<file path="src/rtl/ifetch_bp_pkg.sv">
// Shared definitions for the ifetch_bp fetch unit: RISC-V control-flow
// opcodes, 2-bit bimodal counter encodings, boolean constants, FSM state
// type, the fetch-queue entry payload and a link-register helper.
package ifetch_bp_pkg;

    localparam int unsigned XLEN = 32;

    localparam logic [6:0] OPC_JAL    = 7'b1101111;
    localparam logic [6:0] OPC_JALR   = 7'b1100111;
    localparam logic [6:0] OPC_BRANCH = 7'b1100011;

    localparam logic [1:0] CTR_SNT = 2'b00;  // strongly not-taken
    localparam logic [1:0] CTR_WNT = 2'b01;  // weakly not-taken
    localparam logic [1:0] CTR_WT  = 2'b10;  // weakly taken
    localparam logic [1:0] CTR_ST  = 2'b11;  // strongly taken

    localparam logic TRUE  = 1'b1;
    localparam logic FALSE = 1'b0;

    typedef enum logic {
        ST_FETCH     = 1'b0,
        ST_WAIT_JALR = 1'b1
    } state_e;

    typedef struct packed {
        logic [XLEN-1:0] inst;
        logic [XLEN-1:0] pc;
        logic [XLEN-1:0] pred_pc;
        logic            pred_taken;
    } fq_entry_t;

    // x1 (ra) and x5 (t0) are the ABI link registers
    function automatic logic is_link(input logic [4:0] r);
        return (r == 5'd1) || (r == 5'd5);
    endfunction

endpackage

</file>
<file path="src/rtl/ifetch_predecode.sv">
// Combinational predecoder for one returned instruction word.
// Ports:
//   inst_i       - raw 32-bit instruction
//   is_branch_o  - conditional branch
//   is_jal_o     - JAL
//   is_jalr_o    - JALR
//   rd_o, rs1_o  - register fields
//   imm_b_o/imm_j_o/imm_i_o - sign-extended B/J/I immediates
module ifetch_predecode
    import ifetch_bp_pkg::*;
(
    input  logic [31:0] inst_i,
    output logic        is_branch_o,
    output logic        is_jal_o,
    output logic        is_jalr_o,
    output logic [4:0]  rd_o,
    output logic [4:0]  rs1_o,
    output logic [31:0] imm_b_o,
    output logic [31:0] imm_j_o,
    output logic [31:0] imm_i_o
);

    assign is_branch_o = (inst_i[6:0] == OPC_BRANCH);
    assign is_jal_o    = (inst_i[6:0] == OPC_JAL);
    assign is_jalr_o   = (inst_i[6:0] == OPC_JALR);
    assign rd_o        = inst_i[11:7];
    assign rs1_o       = inst_i[19:15];

    assign imm_b_o = {{19{inst_i[31]}}, inst_i[31], inst_i[7], inst_i[30:25], inst_i[11:8], 1'b0};
    assign imm_j_o = {{11{inst_i[31]}}, inst_i[31], inst_i[19:12], inst_i[20], inst_i[30:21], 1'b0};
    assign imm_i_o = {{20{inst_i[31]}}, inst_i[31:20]};

endmodule

</file>
<file path="src/rtl/ifetch_bp.sv">
// Instruction-fetch unit with bimodal branch prediction and a decoupling
// fetch queue between the icache and decode.
// Optional feature: define IFETCH_RAS_EN to add a return-address stack
// that predicts returns instead of stalling in WAIT_JALR.
// Ports:
//   clk, rst, rdy               - clock, async active-high reset, global enable
//   ic_req/ic_addr/ic_flush     - icache request, address, drop pulse
//   ic_valid/ic_inst            - icache response
//   fq_valid/fq_ready/fq_*      - fetch-queue head handshake and payload
//   rob_redirect/rob_redirect_pc- misprediction redirect
//   br_valid/br_pc/br_taken     - committed branch outcome for BHT training
//   jalr_valid/jalr_target      - resolution of a stalled JALR
module ifetch_bp
    import ifetch_bp_pkg::*;
#(
    parameter logic [31:0] RESET_PC  = 32'h0,
    parameter int unsigned BHT_IDX_W = 7,
    parameter int unsigned FQ_DEPTH  = 4,
    parameter int unsigned RAS_DEPTH = 4
) (
    input  logic        clk,
    input  logic        rst,
    input  logic        rdy,
    output logic        ic_req,
    output logic [31:0] ic_addr,
    input  logic        ic_valid,
    input  logic [31:0] ic_inst,
    output logic        ic_flush,
    output logic        fq_valid,
    input  logic        fq_ready,
    output logic [31:0] fq_inst,
    output logic [31:0] fq_pc,
    output logic [31:0] fq_pred_pc,
    output logic        fq_pred_taken,
    input  logic        rob_redirect,
    input  logic [31:0] rob_redirect_pc,
    input  logic        br_valid,
    input  logic [31:0] br_pc,
    input  logic        br_taken,
    input  logic        jalr_valid,
    input  logic [31:0] jalr_target
);

    localparam int unsigned BHT_ENTRIES = 1 << BHT_IDX_W;
    localparam int unsigned FQ_PTR_W    = $clog2(FQ_DEPTH);
    localparam int unsigned FQ_CNT_W    = FQ_PTR_W + 1;
    localparam int unsigned RAS_PTR_W   = $clog2(RAS_DEPTH);
    localparam int unsigned RAS_CNT_W   = RAS_PTR_W + 1;

    // Elaboration-time parameter sanity
    if (FQ_DEPTH < 2 || (FQ_DEPTH & (FQ_DEPTH - 1)) != 0) begin : g_bad_fq
        $error("FQ_DEPTH must be a power of 2 and >= 2");
    end
    if (RAS_DEPTH < 2 || (RAS_DEPTH & (RAS_DEPTH - 1)) != 0) begin : g_bad_ras
        $error("RAS_DEPTH must be a power of 2 and >= 2");
    end

    state_e                state_q, state_d;
    logic [31:0]           pc_q, pc_d;
    logic                  ic_req_q, ic_req_d;
    logic                  ic_flush_q, ic_flush_d;
    logic [FQ_PTR_W-1:0]   wr_ptr_q, wr_ptr_d, rd_ptr_q, rd_ptr_d;
    logic [FQ_CNT_W-1:0]   cnt_q, cnt_d;
    fq_entry_t             fq_mem_q [FQ_DEPTH];
    logic [1:0]            bht_q [BHT_ENTRIES];

    logic                  fetch_ok, pop, push_en, go_wait, pred_taken;
    logic [31:0]           pred_pc;
    logic                  bht_we;
    logic [1:0]            bht_cur, bht_wdata;
    logic [BHT_IDX_W-1:0]  br_idx, fetch_idx;

    logic                  pd_is_branch, pd_is_jal, pd_is_jalr;
    logic [4:0]            pd_rd, pd_rs1;
    logic [31:0]           pd_imm_b, pd_imm_j, pd_imm_i;

    ifetch_predecode u_predecode (
        .inst_i      (ic_inst),
        .is_branch_o (pd_is_branch),
        .is_jal_o    (pd_is_jal),
        .is_jalr_o   (pd_is_jalr),
        .rd_o        (pd_rd),
        .rs1_o       (pd_rs1),
        .imm_b_o     (pd_imm_b),
        .imm_j_o     (pd_imm_j),
        .imm_i_o     (pd_imm_i)
    );

`ifdef IFETCH_RAS_EN
    logic [31:0]          ras_q [RAS_DEPTH];
    logic [RAS_PTR_W-1:0] ras_sp_q, ras_sp_d;
    logic [RAS_CNT_W-1:0] ras_cnt_q, ras_cnt_d;
    logic                 ras_push_req, ras_pop_req, ras_we;
`endif

    assign br_idx    = br_pc[BHT_IDX_W+1:2];
    assign fetch_idx = pc_q[BHT_IDX_W+1:2];

    // Bits intentionally left unused by this configuration
    logic unused_ok;
    assign unused_ok = ^{br_pc[31:BHT_IDX_W+2], br_pc[1:0], pd_imm_i, pd_rd, pd_rs1};

    // Next-state: prediction, queue bookkeeping, redirect, JALR resolution
    always_comb begin
        state_d    = state_q;
        pc_d       = pc_q;
        ic_flush_d = FALSE;
        wr_ptr_d   = wr_ptr_q;
        rd_ptr_d   = rd_ptr_q;
        cnt_d      = cnt_q;
        push_en    = FALSE;
        go_wait    = FALSE;
        pred_pc    = pc_q + 32'd4;
        pred_taken = FALSE;
        bht_we     = br_valid;
        bht_cur    = bht_q[br_idx];
        bht_wdata  = bht_cur;
`ifdef IFETCH_RAS_EN
        ras_push_req = FALSE;
        ras_pop_req  = FALSE;
        ras_we       = FALSE;
        ras_sp_d     = ras_sp_q;
        ras_cnt_d    = ras_cnt_q;
`endif
        // An icache response during the flush cycle belongs to the dropped request
        fetch_ok = ic_valid && ic_req_q && !ic_flush_q;
        pop      = (cnt_q != '0) && fq_ready;

        // Saturating 2-bit counter training
        if (br_taken) begin
            bht_wdata = (bht_cur == CTR_ST) ? CTR_ST : bht_cur + 2'd1;
        end else begin
            bht_wdata = (bht_cur == CTR_SNT) ? CTR_SNT : bht_cur - 2'd1;
        end

        // Predecode-driven next-PC prediction
        if (pd_is_jal) begin
            pred_pc    = pc_q + pd_imm_j;
            pred_taken = TRUE;
        end else if (pd_is_branch) begin
            if (bht_q[fetch_idx] >= CTR_WT) begin
                pred_pc    = pc_q + pd_imm_b;
                pred_taken = TRUE;
            end
        end else if (pd_is_jalr) begin
`ifdef IFETCH_RAS_EN
            if (pd_rd == 5'd0 && is_link(pd_rs1) && ras_cnt_q != '0) begin
                ras_pop_req = TRUE;
                pred_pc     = ras_q[ras_sp_q - RAS_PTR_W'(1)];
                pred_taken  = TRUE;
            end else begin
                go_wait = TRUE;
            end
`else
            go_wait = TRUE;
`endif
        end
`ifdef IFETCH_RAS_EN
        ras_push_req = (pd_is_jal || pd_is_jalr) && is_link(pd_rd);
`endif

        if (rob_redirect) begin
            pc_d       = rob_redirect_pc;
            state_d    = ST_FETCH;
            wr_ptr_d   = '0;
            rd_ptr_d   = '0;
            cnt_d      = '0;
            ic_flush_d = TRUE;
        end else begin
            if (fetch_ok) begin
                push_en  = TRUE;
                wr_ptr_d = wr_ptr_q + FQ_PTR_W'(1);
                pc_d     = pred_pc;
                if (go_wait) begin
                    state_d = ST_WAIT_JALR;
                end
`ifdef IFETCH_RAS_EN
                // Circular stack: a push when full overwrites the oldest entry
                if (ras_push_req) begin
                    ras_we   = TRUE;
                    ras_sp_d = ras_sp_q + RAS_PTR_W'(1);
                    if (ras_cnt_q != RAS_CNT_W'(RAS_DEPTH)) begin
                        ras_cnt_d = ras_cnt_q + RAS_CNT_W'(1);
                    end
                end else if (ras_pop_req) begin
                    ras_sp_d  = ras_sp_q - RAS_PTR_W'(1);
                    ras_cnt_d = ras_cnt_q - RAS_CNT_W'(1);
                end
`endif
            end
            if (pop) begin
                rd_ptr_d = rd_ptr_q + FQ_PTR_W'(1);
            end
            cnt_d = cnt_q + FQ_CNT_W'(push_en) - FQ_CNT_W'(pop);
            if (state_q == ST_WAIT_JALR && jalr_valid) begin
                pc_d    = jalr_target;
                state_d = ST_FETCH;
            end
        end

        // Occupancy includes the in-flight request, so allow one only below depth
        ic_req_d = (state_d == ST_FETCH) && (cnt_d < FQ_CNT_W'(FQ_DEPTH));
    end

    // Control state registers
    always_ff @(posedge clk or posedge rst) begin
        if (rst) begin
            state_q    <= ST_FETCH;
            pc_q       <= RESET_PC;
            ic_req_q   <= FALSE;
            ic_flush_q <= FALSE;
            wr_ptr_q   <= '0;
            rd_ptr_q   <= '0;
            cnt_q      <= '0;
        end else if (rdy) begin
            state_q    <= state_d;
            pc_q       <= pc_d;
            ic_req_q   <= ic_req_d;
            ic_flush_q <= ic_flush_d;
            wr_ptr_q   <= wr_ptr_d;
            rd_ptr_q   <= rd_ptr_d;
            cnt_q      <= cnt_d;
        end
    end

    // Fetch-queue storage
    always_ff @(posedge clk or posedge rst) begin
        if (rst) begin
            for (int i = 0; i < int'(FQ_DEPTH); i++) fq_mem_q[i] <= '0;
        end else if (rdy && push_en) begin
            fq_mem_q[wr_ptr_q] <= '{inst: ic_inst, pc: pc_q, pred_pc: pred_pc, pred_taken: pred_taken};
        end
    end

    // Branch history table
    always_ff @(posedge clk or posedge rst) begin
        if (rst) begin
            for (int i = 0; i < int'(BHT_ENTRIES); i++) bht_q[i] <= CTR_WNT;
        end else if (rdy && bht_we) begin
            bht_q[br_idx] <= bht_wdata;
        end
    end

`ifdef IFETCH_RAS_EN
    // Return-address stack (not repaired on redirect)
    always_ff @(posedge clk or posedge rst) begin
        if (rst) begin
            for (int i = 0; i < int'(RAS_DEPTH); i++) ras_q[i] <= '0;
            ras_sp_q  <= '0;
            ras_cnt_q <= '0;
        end else if (rdy) begin
            if (ras_we) ras_q[ras_sp_q] <= pc_q + 32'd4;
            ras_sp_q  <= ras_sp_d;
            ras_cnt_q <= ras_cnt_d;
        end
    end
`endif

    assign ic_req        = ic_req_q && rdy;
    assign ic_addr       = pc_q;
    assign ic_flush      = ic_flush_q;
    assign fq_valid      = (cnt_q != '0);
    assign fq_inst       = fq_mem_q[rd_ptr_q].inst;
    assign fq_pc         = fq_mem_q[rd_ptr_q].pc;
    assign fq_pred_pc    = fq_mem_q[rd_ptr_q].pred_pc;
    assign fq_pred_taken = fq_mem_q[rd_ptr_q].pred_taken;

endmodule

</file>
<file path="config.mk">
export PLATFORM = sky130hd
export DESIGN_NAME = ifetch_bp
export DESIGN_NICKNAME = d
export VERILOG_FILES = /design/src/rtl/ifetch_bp_pkg.sv /design/src/rtl/ifetch_predecode.sv /design/src/rtl/ifetch_bp.sv
export SDC_FILE = /design/constraint.sdc
export NUM_CORES = 2
export LEC_CHECK = 0
export CORE_MARGIN = 2
export CORE_UTILIZATION = 59
export CTS_CLUSTER_DIAMETER = 30
export CTS_CLUSTER_SIZE = 16
export DETAILED_ROUTE_END_ITERATION = 12
export PLACE_DENSITY = 0.8
export SYNTH_ARGS = -nofsm -noshare
export SYNTH_HDL_FRONTEND = slang
export SYNTH_SLANG_ARGS = --single-unit
</file>
<file path="constraint.sdc">
create_clock -name clk -period 28.2 [get_ports clk]
set_input_delay 5.64 -clock clk [delete_from_list [all_inputs] [get_ports clk]]
set_output_delay 5.64 -clock clk [all_outputs]
set_load 0.05 [all_outputs]
</file>
[After elaboration in Yosys (flattened, before gate mapping)]
Index checks and enable logic that the tools add are counted.
Storage, ports and cells
  register bits after elaboration: 686
  word-level logic and storage cells: 239
Operators by class
  add/sub/neg operators: 9
  $lt $le $gt $ge: 8
  equal/unequal tests: 4
  multiplexer cells: 43
  bitwise logic cells: 5
  reduce and logical (&&, ||, !) cells: 19
Operator list (count)
  $bwmux W388: 1
  $mux W97: 3
  $bwmux W256: 1
  $bmux W97 S2: 1
  $demux W97 S2: 1
  $mux W32: 6
  $add A32 B32 Y32: 2
  $add A32 B3 Y32 const B: 1
  $bmux W2 S7: 2
  $mux W2: 12
  $eq A7 B7 Y1 const B: 3
  $ge A8 B8 Y1 const B: 2
  $not A7 Y8: 2
  $demux W2 S7: 1
  $mux W1: 14
  $logic_and A1 B1 Y1: 10
  $lt A8 B1 Y1 const B: 1
  $add A2 B1 Y2 const B: 3
  $ge A3 B3 Y1 const B: 2
  $not A2 Y3: 2
  $reduce_and A2 Y1: 3
  $reduce_bool A3 Y1: 2
  $reduce_bool A2 Y1: 2
  $add A3 B1 Y3: 1
  other kinds (10): 10

[Longest topological paths before layout]
  depth in word-level cells: 11
  depth in mapped cells: 16

[Modules after synthesis]
From an unflattened synthesis, not the netlist that was laid out.
Second synthesis, totals
  cells, all modules: 3954
  area total of the unflattened synthesis: 37943.9 um^2
By module, submodules not included
  ifetch_bp: times used 1, cells an instance 3841, area an instance 37090.6 um^2, sequential area each 17326.6 um^2
  ifetch_predecode: times used 1, cells an instance 113, area an instance 853.3 um^2, sequential area each 0.0 um^2

[Least setup slack after synthesis]
OpenSTA, ideal clock, no wires.
  path kind: input to output
  start point: input port rdy
  end point: output port ic_req
  data arrival time: 6875 ps
  required time: 22560 ps
  slack: 15685 ps
  stages on the path: 4
  path through: clkbuf_1 clkbuf_1 buf_1 and2_1
On the way
  longest elaborated chain between the ends: 1
Ends and longest elaborated chain
  from (decl): RTL line ifetch_bp.sv:23  | input logic rdy,
  $logic_and A1 B1 Y1: RTL line ifetch_bp.sv:259  | assign ic_req = ic_req_q && rdy;
  to (decl): RTL line ifetch_bp.sv:24  | output logic ic_req,
Every way passes these cells.

[Worst setup path in the final report]
Ends and elaborated chain as after synthesis.

==> flow_metrics.env <==
export IMPL_dieArea_um2=63200
export IMPL_synthesis_area_um2=36100
export IMPL_gp_congestion=0.958
export IMPL_critPathRequiredTime_ns=22.56
export IMPL_syn_num_nets=3178
export IMPL_ctsHoldBuffers=0
export IMPL_synth_most_common_cell="mux2_2"
export IMPL_worst_path_max_fanout=48
export IMPL_r2r_start="ic_addr[2]$_DFFE_PP0P_"
export IMPL_rsz0062_at_grt="false"
export IMPL_track_usage_pct=36.7
export IMPL_slew_headroom_pct=13.1
export IMPL_hpwl_um=71700
export IMPL_num_nets_final=3376
export IMPL_fp_dieH_um=251
export IMPL_status="complete, no violations"
export IMPL_setup_tns_ns=0
export IMPL_cts_buffers=132
export IMPL_p_leak_nw=19.1
export IMPL_grt_overflow_total=0
export IMPL_portBuffers=243
export IMPL_arrival_ns=7.24
export IMPL_grt_max_degree=193
export IMPL_yosysWarnings=0
export IMPL_first_iter_violations=2977
export IMPL_setup_viol=0
export IMPL_fin_crit_sh_pct=45.7
export IMPL_clk_path_buf_depth=3
export IMPL_cts_sinks=682
export IMPL_drtAntennaViolNets=0
export IMPL_core_um2=60500
export IMPL_grt_pass1_wl_um=175000
export IMPL_via_per_inst=6.82
export IMPL_dr_pass1_iters=6
export IMPL_async_reset_ff_share_pct=100
export IMPL_drive_gt1_share_pct=36.3
export IMPL_powerDensity_nw_per_um2=110
export IMPL_vias=27800
export IMPL_max_cap_violations=0
export IMPL_endpoint="ic_req"
export IMPL_period_needed_ns=12.88
export IMPL_syn_area_per_cell_um2=12.1
export IMPL_r2r_end="ic_addr[9]$_DFFE_PP0P_"
export IMPL_placedCellCount=3834
export IMPL_clk_pin_slew_worst_paths_ns=0.04
export IMPL_ys_seq_elements=682
export IMPL_yosysTopAreaCell="dfrtp_1"
export IMPL_reg2reg_slack_ns=22.88
export IMPL_first_global_vias=29200
export IMPL_start_util_pct=59.7
export IMPL_dieWidth_um=251
export IMPL_critical_path_class="primary input to output port"
export IMPL_routed_wl_um=115000
export IMPL_seq_area_frac_synth_pct=47.7
export IMPL_fmax_ghz=0.0776
export IMPL_finClkSkew_ns=0.0575
export IMPL_finalPower_w=0.00482
export IMPL_drv_slew=0
export IMPL_yosysUniqueCellTypes=81
export IMPL_hold_path_class="register to register"
export IMPL_row_count=90
export IMPL_clk_latency_ns=0.76
export IMPL_vdd_drop_max_mv=0.0859
export IMPL_cts_tree="done"
export IMPL_endpoint_kind="output port"
export IMPL_fillers=3736
export IMPL_holdWs_ns=0.478
export IMPL_start_kind="primary input"
export IMPL_syn2layout_area_growth_pct=21.4
export IMPL_r2r_cells=11
export IMPL_post_synth_inst_count=2988
export IMPL_synth_area_leaders="dfrtp_1 38%, mux2_2 18%, dfstp_2 9.3%, mux4_2 9.0%, nand2_1 2.5%"
export IMPL_io_pins=269
export IMPL_htree_num_levels=4
export IMPL_post_cts_buffers=0
export IMPL_hold_viol_final=0
export IMPL_worstMarginPinSlew_ns=1.30
export IMPL_fin_cells=4080
export IMPL_post_route_drc_count=0
export IMPL_post_cts_resized=0
export IMPL_synth_top_area_share_pct=38.4
export IMPL_ys_flop_type="dfrtp_1"
export IMPL_ys_top_cells_by_count="586 x mux2_2, 554 x dfrtp_1, 245 x nand2_1"
export IMPL_worstSetupStartpoint="rdy"
export IMPL_antenna_found_initial=5
export IMPL_root_buffer="clkbuf_16"
export IMPL_routedWlPerCell_um=28.1
export IMPL_synth_edf_count=0
==> flip-flops by register name, summed over array words and instances, names as in the netlist <==
signal,count
ic_addr,32
ic_req_q,1
rd_ptr_q,2
ic_flush,1
state_q,1
cnt_q,3
fq_mem_q,384
bht_q,256
wr_ptr_q,2
==> through the flow <==
| step | util [%] | cell area [µm²] | setup slack [ns] |
|---|---|---|---|
| 2_1_floorplan | - | 36100 | 3.65 |
| 3_3_place_gp | 64.4 | 39000 | 15.35 |
| 3_5_place_dp | 64.4 | 39000 | 15.33 |
| 4_1_cts | 72.5 | 43800 | 15.33 |
| 5_1_grt | 72.5 | 43900 | 15.27 |
| 6_report | 72.5 | 43900 | 15.32 |
==> critical path, cell delays in order <==
cell and delay, ns:
buf_2 0.08, buf_4 0.48, and2_1 0.22, clkdlybuf4s50_1 0.81
==> final cells by class <==
cell class	instances	area, µm²	area share [%]
multi-input combinational	2038	17800	40.6
sequential	682	17200	39.3
clock buffer	162	3600	8.20
timing repair buffer	294	2800	6.38
clock inverter	81	1280	2.91
tap	782	978	2.23
inverter	38	150	0.342
antenna	3	7.51	0.0171
==> how the worst min path moves through the flow <==
stage	start	end	slack, ns	cells after the start
2_1_floorplan	fq_mem_q[103]$_DFFE_PP0P_	fq_mem_q[103]$_DFFE_PP0P_	0.44	2
3_3_place_gp	fq_mem_q[13]$_DFFE_PP0P_	fq_mem_q[13]$_DFFE_PP0P_	0.46	2
3_5_place_dp	fq_mem_q[87]$_DFFE_PP0P_	fq_mem_q[87]$_DFFE_PP0P_	0.46	2
4_1_cts	fq_mem_q[109]$_DFFE_PP0P_	fq_mem_q[109]$_DFFE_PP0P_	0.48	2
5_1_grt	fq_mem_q[208]$_DFFE_PP0P_	fq_mem_q[208]$_DFFE_PP0P_	0.50	2
6_report	fq_mem_q[184]$_DFFE_PP0P_	fq_mem_q[184]$_DFFE_PP0P_	0.48	2
==> power by group <==
| part | leakage, nW | switching, W | total (W) | internal, W |
|---|---|---|---|---|
| clock | 2.34 | 0.000585 | 0.00167 | 0.00109 |
| combinational | 8.15 | 0.00103 | 0.00171 | 0.000684 |
| sequential | 8.64 | 0.000196 | 0.00144 | 0.00124 |
==> metal layers <==
layer / up-vias / routed length, µm / global-route usage (%)
li1: 11500 / - / -
met1: 14100 / 41100 / 44.5
met2: 1687 / 53600 / 57.6
met3: 543 / 10200 / 8.66
met4: 4 / 9520 / 27.2
met5: - / 25 / 0
==> placed cells by master (no fill, tap or decap), types with 50 or more instances in the layout <==
master / instances
nand3_1: 57
nor2_1: 178
a21oi_1: 80
o21ai_0: 145
nand2_1: 241
mux2_2: 586
buf_4: 50
dfrtp_1: 549
ha_1: 50
mux4_2: 144
dfstp_2: 128
clkbuf_16: 132
clkdlybuf4s50_1: 237
==> cells by family (layout without fill, tap and decap cells) <==
kind of cell | after synthesis | after routing | synth area share [%]
multiplexers | 766 | 766 | 28.3
flip-flops | 682 | 682 | 47.7
AND/OR/NAND/NOR | 641 | 641 | 8.00
AO/OA/AOI/OAI | 524 | 524 | 9.73
buffers and inverters | 268 | 575 | 3.09
adder cells (fa/ha/maj) | 54 | 54 | 1.93
XOR/XNOR | 53 | 53 | 1.29
other | 0 | 3 | 0
Power figures use the tool's default switching activity.
